## src/rtl/hud_pkg.sv

```systemverilog
// Shared constants and field descriptor types for the HUD overlay generator.
package hud_pkg;

    localparam int unsigned BORDER_X0_DEF = 53;
    localparam int unsigned BORDER_X1_DEF = 683;
    localparam int unsigned BORDER_Y0_DEF = 38;
    localparam int unsigned BORDER_Y1_DEF = 453;
    localparam int unsigned BORDER_W_DEF  = 5;
    localparam int unsigned TEXT_Y0_DEF   = 460;
    localparam int unsigned TEXT_H_DEF    = 16;

    localparam int unsigned XS_W   = 10;
    localparam int unsigned LEN_W  = 8;
    localparam int unsigned BASE_W = 8;

    localparam int unsigned ROM_X_W = 8;
    localparam int unsigned ROM_Y_W = 4;

    localparam int unsigned TIME_X_START   = 108;
    localparam int unsigned TIME_LEN       = 63;
    localparam int unsigned TIME_ROM_BASE  = 0;
    localparam int unsigned SCORE_X_START  = 362;
    localparam int unsigned SCORE_LEN      = 81;
    localparam int unsigned SCORE_ROM_BASE = 62;

    typedef struct packed {
        logic [XS_W-1:0]   x_start;
        logic [LEN_W-1:0]  len;
        logic [BASE_W-1:0] rom_base;
    } field_desc_t;

    // Exclusive end column, one bit wider so start+len never wraps.
    function automatic logic [XS_W:0] field_end(input logic [XS_W-1:0]  x_start,
                                                input logic [LEN_W-1:0] len);
        return {1'b0, x_start} + {{(XS_W - LEN_W + 1){1'b0}}, len};
    endfunction

endpackage

```

## src/rtl/hud_overlay_gen_if.sv

```systemverilog
// Glyph ROM bus: address out to the ROM, one pixel bit back.
interface hud_overlay_gen_if;
    import hud_pkg::*;

    logic [ROM_X_W-1:0] x_count;
    logic [ROM_Y_W-1:0] y_count;
    logic               data;

    modport master (output x_count, output y_count, input data);
    modport slave  (input x_count, input y_count, output data);

endinterface

```

## src/rtl/hud_blink_ctr.sv

```systemverilog
// Frame-start detector, frame counter and blink phase toggle.
module hud_blink_ctr #(
    parameter int unsigned PW           = 10,
    parameter int unsigned BLINK_FRAMES = 30
) (
    input  logic          clock_25,
    input  logic          reset,
    input  logic [PW-1:0] x_i,
    input  logic [PW-1:0] y_i,
    output logic          blink_phase_o
);

    localparam int unsigned CW = (BLINK_FRAMES > 1) ? $clog2(BLINK_FRAMES) : 1;
    localparam logic [CW-1:0] CntLast = CW'(BLINK_FRAMES - 1);

    logic          frame_start;
    logic [CW-1:0] cnt_q, cnt_d;
    logic          phase_q, phase_d;

    assign frame_start = (x_i == '0) && (y_i == '0);

    always_comb begin
        cnt_d   = cnt_q;
        phase_d = phase_q;
        if (frame_start) begin
            if (cnt_q == CntLast) begin
                cnt_d   = '0;
                phase_d = ~phase_q;
            end else begin
                cnt_d = cnt_q + 1'b1;
            end
        end
    end

    always_ff @(posedge clock_25) begin
        if (reset) begin
            cnt_q   <= '0;
            phase_q <= 1'b1;
        end else begin
            cnt_q   <= cnt_d;
            phase_q <= phase_d;
        end
    end

    assign blink_phase_o = phase_q;

endmodule

```

## src/rtl/hud_overlay_gen.sv

```systemverilog
// Playfield border and HUD text overlay: ROM address generation and latency-matched overlay bit.
module hud_overlay_gen
    import hud_pkg::*;
#(
    parameter int unsigned PIXEL_DISPLAY_BIT = 9,
    parameter int unsigned N_FIELDS          = 2,
    parameter int unsigned ROM_LATENCY       = 1,
    parameter int unsigned BORDER_X0         = BORDER_X0_DEF,
    parameter int unsigned BORDER_X1         = BORDER_X1_DEF,
    parameter int unsigned BORDER_Y0         = BORDER_Y0_DEF,
    parameter int unsigned BORDER_Y1         = BORDER_Y1_DEF,
    parameter int unsigned BORDER_W          = BORDER_W_DEF,
    parameter int unsigned TEXT_Y0           = TEXT_Y0_DEF,
    parameter int unsigned TEXT_H            = TEXT_H_DEF,
    parameter int unsigned BLINK_FRAMES      = 30
) (
    input  logic                            clock_25,
    input  logic                            reset,
    input  logic [PIXEL_DISPLAY_BIT:0]      X,
    input  logic [PIXEL_DISPLAY_BIT:0]      Y,
    input  logic [XS_W*N_FIELDS-1:0]        field_x_start,
    input  logic [LEN_W*N_FIELDS-1:0]       field_len,
    input  logic [BASE_W*N_FIELDS-1:0]      field_rom_base,
    input  logic [N_FIELDS-1:0]             field_blink,
    hud_overlay_gen_if.master               rom,
    output logic                            datarom
);

    localparam int unsigned PW = PIXEL_DISPLAY_BIT + 1;

    localparam logic [PW-1:0] BX0  = PW'(BORDER_X0);
    localparam logic [PW-1:0] BX1  = PW'(BORDER_X1);
    localparam logic [PW-1:0] BY0  = PW'(BORDER_Y0);
    localparam logic [PW-1:0] BY1  = PW'(BORDER_Y1);
    localparam logic [PW-1:0] BX0I = PW'(BORDER_X0 + BORDER_W);
    localparam logic [PW-1:0] BX1I = PW'(BORDER_X1 - BORDER_W);
    localparam logic [PW-1:0] BY0I = PW'(BORDER_Y0 + BORDER_W);
    localparam logic [PW-1:0] BY1I = PW'(BORDER_Y1 - BORDER_W);
    localparam logic [PW-1:0] TY0  = PW'(TEXT_Y0);
    localparam logic [PW-1:0] TY1  = PW'(TEXT_Y0 + TEXT_H - 1);

    logic blink_phase;

    hud_blink_ctr #(
        .PW           (PW),
        .BLINK_FRAMES (BLINK_FRAMES)
    ) u_blink (
        .clock_25      (clock_25),
        .reset         (reset),
        .x_i           (X),
        .y_i           (Y),
        .blink_phase_o (blink_phase)
    );

    logic border;
    logic in_band;

    always_comb begin
        border = (X >= BX0) && (X <= BX1) && (Y >= BY0) && (Y <= BY1) &&
                 ((X < BX0I) || (X > BX1I) || (Y < BY0I) || (Y > BY1I));
        in_band = (Y >= TY0) && (Y <= TY1);
    end

    logic [ROM_X_W-1:0] x_count_q, x_count_d;
    logic [ROM_Y_W-1:0] y_count_q, y_count_d;
    logic               border_q;
    logic               text_en_q, text_en_d;
    logic               hit;
    logic               hit_blink;
    logic [XS_W:0]      x_ext;
    logic [XS_W:0]      f_end;
    field_desc_t        fd;

    // Walk from the top index down so the lowest overlapping field is the last to claim the pixel.
    always_comb begin
        hit       = 1'b0;
        hit_blink = 1'b0;
        x_count_d = '0;
        y_count_d = '0;
        fd        = '0;
        f_end     = '0;
        x_ext     = (XS_W + 1)'(X);
        for (int i = int'(N_FIELDS) - 1; i >= 0; i--) begin
            fd.x_start  = field_x_start[i*XS_W +: XS_W];
            fd.len      = field_len[i*LEN_W +: LEN_W];
            fd.rom_base = field_rom_base[i*BASE_W +: BASE_W];
            f_end       = field_end(fd.x_start, fd.len);
            if (in_band && (fd.len != '0) && (x_ext >= {1'b0, fd.x_start}) && (x_ext < f_end)) begin
                hit       = 1'b1;
                hit_blink = field_blink[i];
                x_count_d = fd.rom_base + ROM_X_W'(x_ext - {1'b0, fd.x_start});
            end
        end
        if (hit) begin
            y_count_d = ROM_Y_W'(Y - TY0);
        end
        text_en_d = hit && (!hit_blink || blink_phase);
    end

    always_ff @(posedge clock_25) begin
        if (reset) begin
            x_count_q <= '0;
            y_count_q <= '0;
            border_q  <= 1'b0;
            text_en_q <= 1'b0;
        end else begin
            x_count_q <= x_count_d;
            y_count_q <= y_count_d;
            border_q  <= border;
            text_en_q <= text_en_d;
        end
    end

    assign rom.x_count = x_count_q;
    assign rom.y_count = y_count_q;

    logic border_dl;
    logic text_en_dl;

    if (ROM_LATENCY == 0) begin : g_no_dl
        assign border_dl  = border_q;
        assign text_en_dl = text_en_q;
    end else begin : g_dl
        logic [ROM_LATENCY-1:0] border_sr_q;
        logic [ROM_LATENCY-1:0] text_sr_q;

        always_ff @(posedge clock_25) begin
            if (reset) begin
                border_sr_q <= '0;
                text_sr_q   <= '0;
            end else begin
                border_sr_q <= (border_sr_q << 1) | ROM_LATENCY'(border_q);
                text_sr_q   <= (text_sr_q << 1) | ROM_LATENCY'(text_en_q);
            end
        end

        assign border_dl  = border_sr_q[ROM_LATENCY-1];
        assign text_en_dl = text_sr_q[ROM_LATENCY-1];
    end

    logic datarom_q, datarom_d;

    assign datarom_d = border_dl | (text_en_dl & rom.data);

    always_ff @(posedge clock_25) begin
        if (reset) begin
            datarom_q <= 1'b0;
        end else begin
            datarom_q <= datarom_d;
        end
    end

    assign datarom = datarom_q;

endmodule

```

## src/flat_wrapper.sv

```systemverilog
// flat-port wrapper written by rule: the top's interface ports become plain ports
module hud_overlay_gen_flat import hud_pkg::*;
#(
    parameter int unsigned PIXEL_DISPLAY_BIT = 9,
    parameter int unsigned N_FIELDS          = 2,
    parameter int unsigned ROM_LATENCY       = 1,
    parameter int unsigned BORDER_X0         = BORDER_X0_DEF,
    parameter int unsigned BORDER_X1         = BORDER_X1_DEF,
    parameter int unsigned BORDER_Y0         = BORDER_Y0_DEF,
    parameter int unsigned BORDER_Y1         = BORDER_Y1_DEF,
    parameter int unsigned BORDER_W          = BORDER_W_DEF,
    parameter int unsigned TEXT_Y0           = TEXT_Y0_DEF,
    parameter int unsigned TEXT_H            = TEXT_H_DEF,
    parameter int unsigned BLINK_FRAMES      = 30
)
  (clock_25, reset, X, Y, field_x_start, field_len, field_rom_base, field_blink, datarom, rom_x_count, rom_y_count, rom_data);
  hud_overlay_gen_if rom_i ();
  input  logic clock_25;
  input  logic reset;
  input  logic [PIXEL_DISPLAY_BIT:0] X;
  input  logic [PIXEL_DISPLAY_BIT:0] Y;
  input  logic [XS_W*N_FIELDS-1:0] field_x_start;
  input  logic [LEN_W*N_FIELDS-1:0] field_len;
  input  logic [BASE_W*N_FIELDS-1:0] field_rom_base;
  input  logic [N_FIELDS-1:0] field_blink;
  output logic datarom;
  output wire logic [$bits(rom_i.x_count)-1:0] rom_x_count;
  output wire logic [$bits(rom_i.y_count)-1:0] rom_y_count;
  input wire logic [$bits(rom_i.data)-1:0] rom_data;
  assign rom_x_count = rom_i.x_count;
  assign rom_y_count = rom_i.y_count;
  assign rom_i.data = rom_data;
  hud_overlay_gen #(.PIXEL_DISPLAY_BIT(PIXEL_DISPLAY_BIT), .N_FIELDS(N_FIELDS), .ROM_LATENCY(ROM_LATENCY), .BORDER_X0(BORDER_X0), .BORDER_X1(BORDER_X1), .BORDER_Y0(BORDER_Y0), .BORDER_Y1(BORDER_Y1), .BORDER_W(BORDER_W), .TEXT_Y0(TEXT_Y0), .TEXT_H(TEXT_H), .BLINK_FRAMES(BLINK_FRAMES)) u_core (.clock_25(clock_25), .reset(reset), .X(X), .Y(Y), .field_x_start(field_x_start), .field_len(field_len), .field_rom_base(field_rom_base), .field_blink(field_blink), .rom(rom_i), .datarom(datarom));
endmodule
```

## config.mk

```make
export PLATFORM = sky130hd
export DESIGN_NAME = hud_overlay_gen_flat
export DESIGN_NICKNAME = d
export VERILOG_FILES = /design/src/rtl/hud_pkg.sv /design/src/rtl/hud_overlay_gen_if.sv /design/src/rtl/hud_blink_ctr.sv /design/src/rtl/hud_overlay_gen.sv /design/src/flat_wrapper.sv
export SDC_FILE = /design/constraint.sdc
export NUM_CORES = 1
export LEC_CHECK = 0
export CORE_MARGIN = 8
export CORE_UTILIZATION = 34
export DETAILED_ROUTE_END_ITERATION = 10
export GPL_ROUTABILITY_DRIVEN = 0
export PLACE_DENSITY = 0.57
export SYNTH_ARGS = -nofsm -noshare
export SYNTH_HDL_FRONTEND = slang
export SYNTH_SLANG_ARGS = --single-unit
```

## constraint.sdc

```tcl
create_clock -name clock_25 -period 3.4 [get_ports clock_25]
set_clock_uncertainty 0.1 [all_clocks]
set_input_delay 0.34 -clock clock_25 [delete_from_list [all_inputs] [get_ports clock_25]]
set_output_delay 0.34 -clock clock_25 [all_outputs]
set_load 0.02 [all_outputs]
```

==> flow_metrics.env, run 1 <==
export IMPL_status="complete, but fails checks"
export IMPL_failed_checks="negative setup slack"
export IMPL_final_common_cell="inv_1"
export IMPL_power_density_nw_per_um2=222.5
export IMPL_layout_setup_ws_ns=-0.02672
export IMPL_synth_seq_area_share_pct=12.33
export IMPL_min_path_type="reg2reg"
export IMPL_drc=0
export IMPL_cts_hold_buf=0
export IMPL_setup_violations=3
export IMPL_clkLatencyLatePin_ns=0.26
export IMPL_core_um2=10790
export IMPL_min_period_ns=3.427
export IMPL_synth_top_family_by_area="adder cells"
export IMPL_slew_viol_final=0
export IMPL_pre_cts_slack_ns=-0.7555
export IMPL_synth_fa_ha_area_share_pct=34.04
export IMPL_port_buffers=89
export IMPL_cts_sink_count=23
export IMPL_synthToLayoutAreaGrowth_pct=51.16
export IMPL_vias=3894
export IMPL_ys_ff_latch=23
export IMPL_required_ns=3.47
export IMPL_p_leak_nw=2.606
export IMPL_crit_path_end_kind="register"
export IMPL_drtPass1Iterations=4
export IMPL_die_h_um=120.8
export IMPL_postLayoutCellArea_um2=5645
export IMPL_avgViaCountPerCell=5.057
export IMPL_antenna_cells=0
export IMPL_total_power_mw=1.256
export IMPL_synthSimpleGateAreaFrac_pct=16.92
export IMPL_rows=38
export IMPL_clock_path_buffers=2
export IMPL_rsz0062_at_grt="yes"
export IMPL_drt_initial_drc_count=134
export IMPL_finalCritPeriodShare_pct=100.8
export IMPL_seqPwrFrac_pct=21.6
export IMPL_yosysWarningCount=0
export IMPL_cts_max_level=1
export IMPL_cts_tree="yes"
export IMPL_cts_made_buffers=3
export IMPL_grt_ovfl_total=0
export IMPL_worstPathArrival_ns=3.50
export IMPL_intPower_mw=0.7638
export IMPL_synth_edf_count=0
export IMPL_drive_above_1_share_pct=21.27
export IMPL_swShare_pct=39.20
export IMPL_path_clk_slew_ns=0.08
export IMPL_synth_async_reset_ratio_pct=0
export IMPL_nNetsFinal=800
export IMPL_cp_start_kind="input port"
export IMPL_dieArea_um2=14600
export IMPL_synth_mux_area_share_pct=0.2680
export IMPL_final_cell_mix="inv_1, buf_4, clkdlybuf4s50_1"
export IMPL_dp_hpwl_um=10040
export IMPL_critPathKind="in2reg"
export IMPL_hold_ws_ns=0.3387
export IMPL_synthXorXnorAreaFrac_pct=7.035
export IMPL_vdd_ir_drop_worst_mv=0.1275
export IMPL_grt_pass1_vias=4080
export IMPL_grt_first_pass_wirelength_um=18970
export IMPL_path_max_fanout=4
export IMPL_wire_per_inst_um=15.08
export IMPL_clockPowerShare_pct=13.3
export IMPL_clockRootBuffer="clkbuf_8"
export IMPL_ys_flop_type="dfxtp_1"
export IMPL_slew_headroom_pct=45.04
export IMPL_ys_types=54
export IMPL_fin_setup_tns_ns=-0.05086
export IMPL_grt_max_degree=20
export IMPL_p_sw_mw=0.4925
export IMPL_synth_area_um2=3735
export IMPL_syn_nets=635
export IMPL_track_usage_pct=15.59
export IMPL_initial_core_util_pct=34.60
export IMPL_route_final_wire_length_um=11610
export IMPL_antenna_found_initial=0
export IMPL_max_cap_viol_count=0
export IMPL_ant_nets=0
export IMPL_place_area_um2=5319
export IMPL_syn_inst=466
export IMPL_syn_area_per_cell_um2=8.015
export IMPL_tightest_slew_ns=0.8218
export IMPL_synth_compound_area_share_pct=21.04
export IMPL_finalHoldViolCount=0
export IMPL_fmaxAchievable_ghz=0.2918
export IMPL_io_pins=90
export IMPL_comb_power_share_pct=65.1
export IMPL_die_w_um=120.8
==> worst max-delay path, stage by stage <==
cell and delay, ns:
clkdlybuf4s50_1 0.43, ha_2 0.19, or4_4 0.43, o22ai_2 0.15, xnor2_1 0.10, ha_2 0.19, or4_4 0.51, a21oi_2 0.11
o21ai_1 0.07, a311o_2 0.39, or4b_1 0.52, o31ai_1 0.07
==> repair_timing <==
action	in CTS	in global routing
pin swaps	31	30
setup buffers	5	1
endpoints found under the setup margin	13	13
resized for setup	65	36
==> metal layers <==
layer | global-route usage, % | vias to the layer above | wire [µm]
met5 | 0 | - | 0
met4 | 2.654 | 0 | 150
met3 | 1.492 | 15 | 383
met2 | 28.52 | 77 | 5813
met1 | 19.48 | 1802 | 5263
li1 | - | 2000 | -
==> sequential cells by signal, summed over array words and instances, names as in the netlist <==
signal                        count
u_core.g_dl.text_sr_q             1
u_core.text_en_q                  1
u_core.u_blink.cnt_q              5
u_core.rom.y_count                4
u_core.border_q                   1
u_core.rom.x_count                8
u_core.border_dl                  1
u_core.u_blink.blink_phase_o      1
u_core.datarom                    1
==> layout make-up <==
cell class / instances / area [µm²]
Tap cell: 140 / 175.2
Sequential cell: 23 / 460.4
Fill cell: 1070 / 5147
Multi-Input combinational cell: 360 / 3199
Inverter: 80 / 300.3
Clock buffer: 3 / 41.29
Clock inverter: 1 / 5.005
Timing Repair Buffer: 163 / 1464
==> power by group through the flow <==
stage          combinational, mW  clock, mW  sequential, mW
6_report                   0.818      0.167           0.271
5_1_grt                    0.913      0.184           0.272
4_1_cts                    0.787      0.172           0.271
3_5_place_dp               0.760          0           0.278
3_3_place_gp               0.743          0           0.278
2_1_floorplan              0.452          0           0.279
==> through the flow <==
step | util (%) | std cells
2_1_floorplan | - | 466
3_3_place_gp | 49.28 | 760
3_5_place_dp | 49.28 | 760
4_1_cts | 51.14 | 769
5_1_grt | 52.31 | 770
6_report | 52.31 | 770
==> synthesized netlist by cell type (all sizes together) (5+ instances only) <==
cell	number	area share, %
a2111oi	6	1.4
a21o	5	1.0
a21oi	26	3.5
and2	5	0.84
dfxtp	23	12
fa	16	8.6
ha	76	25
inv	80	8.0
nand2	18	1.8
nand2b	6	1.0
nand3	12	1.6
nor2	28	2.8
nor3	17	2.3
nor4	9	1.5
o2111ai	5	1.2
o21a	12	2.4
o21ai	23	3.1
or4	5	1.0
xnor2	18	4.2
xor2	12	2.8
==> path summary, 6_finish.rpt <==
check                                       start                              endpoint  slack (ns)  depth (start not counted)
min                   u_core.border_dl$_SDFF_PP0_             u_core.datarom$_SDFF_PP0_        0.34                          2
min reg2reg           u_core.border_dl$_SDFF_PP0_             u_core.datarom$_SDFF_PP0_        0.34                          2
max reg2reg  u_core.u_blink.cnt_q[1]$_SDFFE_PP0P_  u_core.u_blink.cnt_q[1]$_SDFFE_PP0P_        1.74                          6
max                                  field_len[7]      u_core.rom.x_count[5]$_SDFF_PP0_       -0.03                         12
==> kinds of logic (layout without fill, tap and decap cells) <==
logic type	count (synthesis)	after routing
muxes	1	1
xor gates and xnor gates	30	30
adders and majority gates	92	92
and+or+nand+nor	121	121
buffers and inverters	83	247
DFF	23	23
AOI/OAI and AO/OA	116	116
Note: power is estimated with default switching activity, not from simulation.
==> run 2, diff against run 1 <==
--- a/config.mk
+++ b/config.mk
@@ -5,11 +5,12 @@
 export SDC_FILE = /design/constraint.sdc
 export NUM_CORES = 1
 export LEC_CHECK = 0
+export ABC_AREA = 1
 export CORE_MARGIN = 8
 export CORE_UTILIZATION = 34
 export DETAILED_ROUTE_END_ITERATION = 10
 export GPL_ROUTABILITY_DRIVEN = 0
-export PLACE_DENSITY = 0.57
+export PLACE_DENSITY = 0.56
 export SYNTH_ARGS = -nofsm -noshare
 export SYNTH_HDL_FRONTEND = slang
 export SYNTH_SLANG_ARGS = --single-unit
==> run 2 against run 1 <==
The run now ends clean. Setup slack gained 0.24 ns. Register-to-register slack improved by 0.24 ns. Count of clock-buffer cells in the layout unchanged. First-iteration DRC count up 13%.
==> flow_metrics.env, run 2 <==
export IMPL_status="complete, no violations"
export IMPL_ys_flop_type="dfxtp_1"
export IMPL_cts_tree="yes"
export IMPL_nNetsFinal=857
export IMPL_vdd_ir_drop_worst_mv=0.2562
export IMPL_critPathBufInv=2
export IMPL_path_max_fanout=8
export IMPL_io_pins=90
export IMPL_synth_area_um2=3860
export IMPL_regArea_um2=460.4
export IMPL_swShare_pct=39.05
export IMPL_syn_nets=727
export IMPL_avgViaCountPerCell=4.793
export IMPL_path_depth=21
export IMPL_fin_util_pct=47.26
export IMPL_tightest_slew_ns=0.4723
export IMPL_clockRootBuffer="clkbuf_16"
export IMPL_ys_ff_latch=23
export IMPL_yosys_area_top_type="ha_1"
export IMPL_multiInputGateArea_um2=2960
export IMPL_die_h_um=122.6
export IMPL_p_leak_nw=2.751
export IMPL_postLayoutCellArea_um2=5328
export IMPL_rrSetupSlack_ns=1.98
export IMPL_place_inst=825
export IMPL_dp_hpwl_um=10350
export IMPL_worstPathArrival_ns=3.28
export IMPL_place_area_um2=5201
export IMPL_antenna_cells=0
export IMPL_drive_above_1_share_pct=9.025
export IMPL_largest_reg_flops=8
export IMPL_intPower_mw=0.7921
export IMPL_clock_path_buffers=2
export IMPL_slew_viol_final=0
export IMPL_core_um2=11270
export IMPL_cts_sink_count=23
export IMPL_finalHoldViolCount=0
export IMPL_initial_core_util_pct=34.24
export IMPL_grt_ovfl_total=0
export IMPL_grt_max_degree=14
export IMPL_cp_start_kind="input port"
export IMPL_drtPass1Iterations=4
export IMPL_final_cell_mix="inv_1, nand2_1, clkdlybuf4s50_1"
export IMPL_path_clk_slew_ns=0.06
export IMPL_crit_path_end_kind="register"
export IMPL_grt_pass1_vias=4085
export IMPL_num_fill_cells=1140
export IMPL_crit_family="simple AND/OR/NAND/NOR gates"
export IMPL_grt_first_pass_wirelength_um=18830
export IMPL_synth_async_reset_ratio_pct=0
export IMPL_cts_max_level=1
export IMPL_min_path_type="reg2reg"
export IMPL_drc=0
export IMPL_clockPowerShare_pct=19.0
export IMPL_route_final_wire_length_um=11660
export IMPL_finalCritPeriodShare_pct=93.86
export IMPL_max_cap_viol_count=0
export IMPL_critPathMaxStageDelay_ns=0.46
export IMPL_required_ns=3.48
export IMPL_cts_hold_buf=0
export IMPL_yosysTopAreaCellShare_pct=24.64
export IMPL_instances_no_fill=830
export IMPL_track_usage_pct=15.39
export IMPL_min_period_ns=3.191
export IMPL_antenna_found_initial=0
export IMPL_path_common_cell="nand2_1"
export IMPL_cts_made_buffers=3
export IMPL_clkLatencyLatePin_ns=0.25
export IMPL_fin_setup_tns_ns=0
export IMPL_rsz0062_at_grt="no"
export IMPL_synthToLayoutAreaGrowth_pct=38.02
export IMPL_slew_headroom_pct=68.41
export IMPL_dieArea_um2=15020
export IMPL_ys_types=34
export IMPL_hold_path_depth=2
export IMPL_hold_ws_ns=0.3006
export IMPL_syn_area_per_cell_um2=6.917
export IMPL_rows=39
export IMPL_slowest_stage="clkdlybuf4s50_1"
export IMPL_ys_top_cells_by_count="inv_1, nand2_1, ha_1"
export IMPL_wire_per_inst_um=14.04
export IMPL_synth_area_leaders="ha_1, dfxtp_1, inv_1"
export IMPL_setup_violations=0
export IMPL_critPathKind="in2reg"
export IMPL_ant_nets=0
export IMPL_power_density_nw_per_um2=243.9
export IMPL_path_cells="clkdlybuf4s50_1 -> ha_2 -> fa_2 -> nand3_1 -> nand2_1 -> a21oi_2 -> xor2_1 -> ha_1 -> a21o_1 -> nor2_1 -> nand2_1 -> nand2_1 -> nand2_1 -> nand2_1 -> nand2_1 -> nand2_1 -> nand2_4 -> buf_4 -> nand3_1 -> nand2_1 -> a21oi_1"
export IMPL_final_common_cell="inv_1"
export IMPL_syn_inst=558
export IMPL_yosysWarningCount=0
export IMPL_comb_power_share_pct=60.0
export IMPL_ff2ff_path_depth=6
export IMPL_synth_most_common_cell="inv_1"
export IMPL_p_sw_mw=0.5074
export IMPL_die_w_um=122.6
export IMPL_vias=3978
export IMPL_synth_seq_area_share_pct=11.93
export IMPL_seqPwrFrac_pct=20.9
export IMPL_drt_initial_drc_count=151
export IMPL_fmaxAchievable_ghz=0.3134
export IMPL_synth_edf_count=0
export IMPL_port_buffers=89
==> run 2: power groups by stage <==
stage / sequential (mW) / combinational (mW) / clock [mW]
2_1_floorplan: 0.279 / 0.469 / 0
3_3_place_gp: 0.278 / 0.749 / 0
3_5_place_dp: 0.278 / 0.768 / 0
4_1_cts: 0.272 / 0.775 / 0.255
5_1_grt: 0.272 / 0.886 / 0.266
6_report: 0.272 / 0.780 / 0.248
==> run 2: area by class of cell <==
| cell class | instances | share of cell area [%] |
|---|---|---|
| multi-input combinational | 412 | 55.57 |
| timing repair buffer | 127 | 22.40 |
| sequential | 23 | 8.643 |
| inverter | 121 | 8.525 |
| tap | 143 | 3.358 |
| clock buffer | 3 | 1.409 |
| clock inverter | 1 | 0.09394 |
==> run 2: timing repair <==
item,in CTS,in global routing
hold endpoints to repair,0,0
gates resized for setup,3,10
setup buffers,0,1
pin swaps,0,3
endpoints found under the setup margin,12,13
==> run 2: logic make-up (layout without fill, tap and decap cells) <==
group                      count (synthesis)  after routing  synth area share, %
and+or+nand+nor                          204            204                23.08
buffers and inverters                    123            252                12.25
DFF                                       23             23                11.93
adders and majority gates                 92             92                32.93
AOI/OAI and AO/OA                         86             86                13.00
xor gates and xnor gates                  30             30                6.807
==> run 2: worst reg2reg max path: stages, from the launching register on <==
cell,delay [ns]
dfxtp_1,0.40
ha_1,0.17
nand4_1,0.11
inv_1,0.07
nand4_1,0.14
or2_2,0.30
nand3_1,0.07
==> run 2: path summary, 6_finish.rpt <==
| path | from | endpoint |
|---|---|---|
| worst max-delay path | field_len[0] | u_core.text_en_q$_SDFF_PP0_ |
| worst min register to register | u_core.text_en_q$_SDFF_PP0_ | u_core.g_dl.text_sr_q$_SDFF_PP0_ |
| worst max register to register | u_core.u_blink.cnt_q[0]$_SDFFE_PP0P_ | u_core.u_blink.blink_phase_o$_SDFFE_PP1P_ |
| worst min-delay path | u_core.text_en_q$_SDFF_PP0_ | u_core.g_dl.text_sr_q$_SDFF_PP0_ |
==> run 2: routing by layer <==
layer	vias up	global-route usage, %	wire length, µm
li1	2070	-	-
met4	0	3.123	160
met5	-	0	0
met2	67	27.67	5569
met1	1830	19.50	5554
met3	11	1.518	372
==> run 2: metrics by stage <==
step                      worst slack [ns]  power [mW]
after floorplan                     0.5859      0.7485
after global placement             -0.2458       1.027
after detailed placement           -0.3449       1.046
after CTS                          0.04392       1.302
after global routing               0.01664       1.424
final                               0.2089       1.300
==> RTL edit (config.mk and constraints of run 2) <==
`ROM_LATENCY` is set to 1 in 2 places; all go to 0.
--- a/src/rtl/hud_overlay_gen.sv
+++ b/src/rtl/hud_overlay_gen.sv
@@ -4,7 +4,7 @@
 #(
     parameter int unsigned PIXEL_DISPLAY_BIT = 9,
     parameter int unsigned N_FIELDS          = 2,
-    parameter int unsigned ROM_LATENCY       = 1,
+    parameter int unsigned ROM_LATENCY       = 0,
     parameter int unsigned BORDER_X0         = BORDER_X0_DEF,
     parameter int unsigned BORDER_X1         = BORDER_X1_DEF,
     parameter int unsigned BORDER_Y0         = BORDER_Y0_DEF,
--- a/src/flat_wrapper.sv
+++ b/src/flat_wrapper.sv
@@ -3,7 +3,7 @@
 #(
     parameter int unsigned PIXEL_DISPLAY_BIT = 9,
     parameter int unsigned N_FIELDS          = 2,
-    parameter int unsigned ROM_LATENCY       = 1,
+    parameter int unsigned ROM_LATENCY       = 0,
     parameter int unsigned BORDER_X0         = BORDER_X0_DEF,
     parameter int unsigned BORDER_X1         = BORDER_X1_DEF,
     parameter int unsigned BORDER_Y0         = BORDER_Y0_DEF,
Check against the original RTL: not equivalent (Yosys sat finds a counterexample within 4 cycles, from zero or initial values and one cycle with reset high).
==> RTL edit against run 2 <==
Worst setup slack improved by 0.0065 ns. Utilization rose by 1.5 points. Power is 9.6% lower. Sequential cell count down 2. Register-to-register slack better by 0.14 ns. Routed wire length increased by 0.33%. Count of clock-buffer cells in the layout increased by 1. Design area down 0.40%. Area after synthesis down 1.0%.
==> RTL edit: results (changes against run 2) <==
** Outcome
- Outcome :: complete, no violations

** Detailed routing
- The post-detailed-routing wire length is 11690 um (+0.33%).
- The detailed-route wire length per cell was 14.30 um (+1.8%).
- Routed vias/inst :: 4.767 (-0.55%)
- The count of routing violations after the opening detailed-route iteration is 235 (+56%).

** Synthesis
- Cell types with the highest counts after synthesis :: inv_1 (117), nand2_1 (90), ha_1 (76), a21oi_1 (54), nor2_1 (42)
- The count of distinct cell types in the synthesized netlist was 41 (+21%).
- The number of nets in the synthesized netlist came to 721 (-0.83%).
- Complex-gate fraction of the synthesized area :: 13.95% (+0.95 points)
- Post-Syn Instances :: 552 (-1.1%)
- The share of synthesized area occupied by flip-flops and latches was 11.00% (-0.93 points).
- Post-synth ARST share :: 0% (unchanged)
- The adder-cell area share of the yosys netlist was 33.27% (+0.33 points).
- Mux cell area share after synthesis :: 0% (unchanged)
- The share of the synthesized netlist area taken by xor and xnor gates came to 6.876% (+0.069 points).
- Synth area leaders :: ha_1 (25%), inv_1 (11%), dfxtp_1 (11%), nand2_1 (8.8%), fa_1 (8.4%)

** Setup path
- The worst-case register-to-register setup slack is 2.12 ns (+0.14 ns).
- WP data arrival :: 3.28 ns (about the same)
- The most critical setup path has its endpoint at u_core.rom.x_count[5].
- The number of cells on the worst reg-to-reg path came to 5 (-1).
- In this run the critical register-to-register path is captured at u_core.u_blink.cnt_q[1].
- Launching point of the worst reg2reg path :: u_core.u_blink.cnt_q[1]
- The peak fanout along the critical path was 5 (-3).
- CP max stage delay :: 0.50 ns (+0.04 ns)
- Startpoint of the worst setup timing path :: field_x_start[11]

** Clocking
- Root Driver :: clkbuf_8
- The deepest level of the CTS H-tree came to 1 (unchanged).

** GRT
- Global Route met3 Usage :: 2.082% (+0.56 points)
- Largest net degree at the start of global routing :: 12 (-2)
- Fraction of met2 tracks used by global routing :: 27.37% (-0.31 points)
- Met1 Use GR :: 20.59% (+1.1 points)
- The number of global-route vias before repair was 4020 (-1.6%).
- Global-route wire length before repair :: 19060 um (+1.2%)
- The aggregate global-route resource usage came to 15.77% (+0.38 points).

** Finish
- The final net count came to 848 (-1.1%).
- Count of fill cells added during filler insertion :: 1097 (-3.8%)
- Combined area of the multi-input logic cells :: 3005 sq um (+1.5%)

** Placed design
- Number of buffers added on ports :: 89 (unchanged)
- The total half-perimeter wirelength after legalization and detailed placement was 10230 um (-1.1%).
- Number of placed cells counting well taps :: 812 (-1.6%)

** STA
- The worst slew margin relative to its limit was 69.94% (+1.5 points).

** Power
- The leakage power is 0.002754 uW (about the same).
- The worst-case vdd ir drop is 0.0001512 V (-41%).
==> RTL edit: cell types whose count changed in the layout (fill, tap and decap cells not counted), moves of 4 or more <==
cell	change
dlymetal6s2s_1	+7
inv_1	-4
nor2_1	-6
buf_4	-4
clkdlybuf4s50_1	-7
nand4_1	-5
==> RTL edit: repair_timing <==
| item | CTS | global route |
|---|---|---|
| setup buffers | 0 | 1 |
| hold endpoints to repair | 0 | 0 |
| setup endpoints to repair | 0 | 13 |
| resized for setup | 0 | 23 |
==> RTL edit: metal layers <==
| layer | part of all wire [%] | vias up |
|---|---|---|
| met5 | 0 | - |
| met4 | 0.68 | 0 |
| met3 | 4.8 | 7 |
| met2 | 46 | 90 |
| met1 | 48 | 1751 |
| li1 | - | 2051 |
==> RTL edit: metrics by stage <==
| step | hold slack [ns] | total power, uW | setup WS [ns] |
|---|---|---|---|
| global route | 0.4194 | 1301 | -0.008123 |
| detailed placement | 0.3690 | 1007 | -0.2271 |
| finish | 0.3835 | 1175 | 0.2154 |
| global placement | 0.3449 | 997.6 | -0.1396 |
| CTS | 0.3883 | 1170 | 0.03228 |
| floorplan | 0.3124 | 732.4 | 0.6011 |
==> RTL edit: worst min-delay path by stage <==
stage	startpoint	to	cells after the start
floorplan	Y[2]	u_core.rom.y_count[2]	1
global placement	u_core.text_en_dl	u_core.datarom	2
detailed placement	u_core.u_blink.blink_phase_o	u_core.text_en_dl	2
CTS	u_core.u_blink.blink_phase_o	u_core.text_en_dl	2
global route	u_core.u_blink.blink_phase_o	u_core.text_en_dl	2
finish	u_core.text_en_dl	u_core.datarom	2
==> RTL edit: cell families after synthesis <==
kind of cell,count (synthesis)
simple gates,197
buf+inv,122
fa+ha+maj,92
compound gates,90
xor+xnor,30
flops,21
==> RTL edit: power by group <==
group,internal [uW],leakage (uW),switching (uW)
clock network,83.4,0.0000228,77.2
logic,361,0.00256,406
registers,248,0.000169,0.645
==> RTL edit: cell type report <==
class,count,area share (%)
multi-input cells,409,56.64
repair buffers,124,22.73
inverters,120,8.559
flip-flops and latches,21,7.923
clock buffers,4,0.8489
well taps,140,3.301
==> RTL edit: worst reg2reg max path, stage by stage (launching register included) <==
cell	delay (ns)
dfxtp_1	0.37
inv_1	0.06
ha_1	0.17
nand3_1	0.11
nand2_1	0.14
a311oi_1	0.24
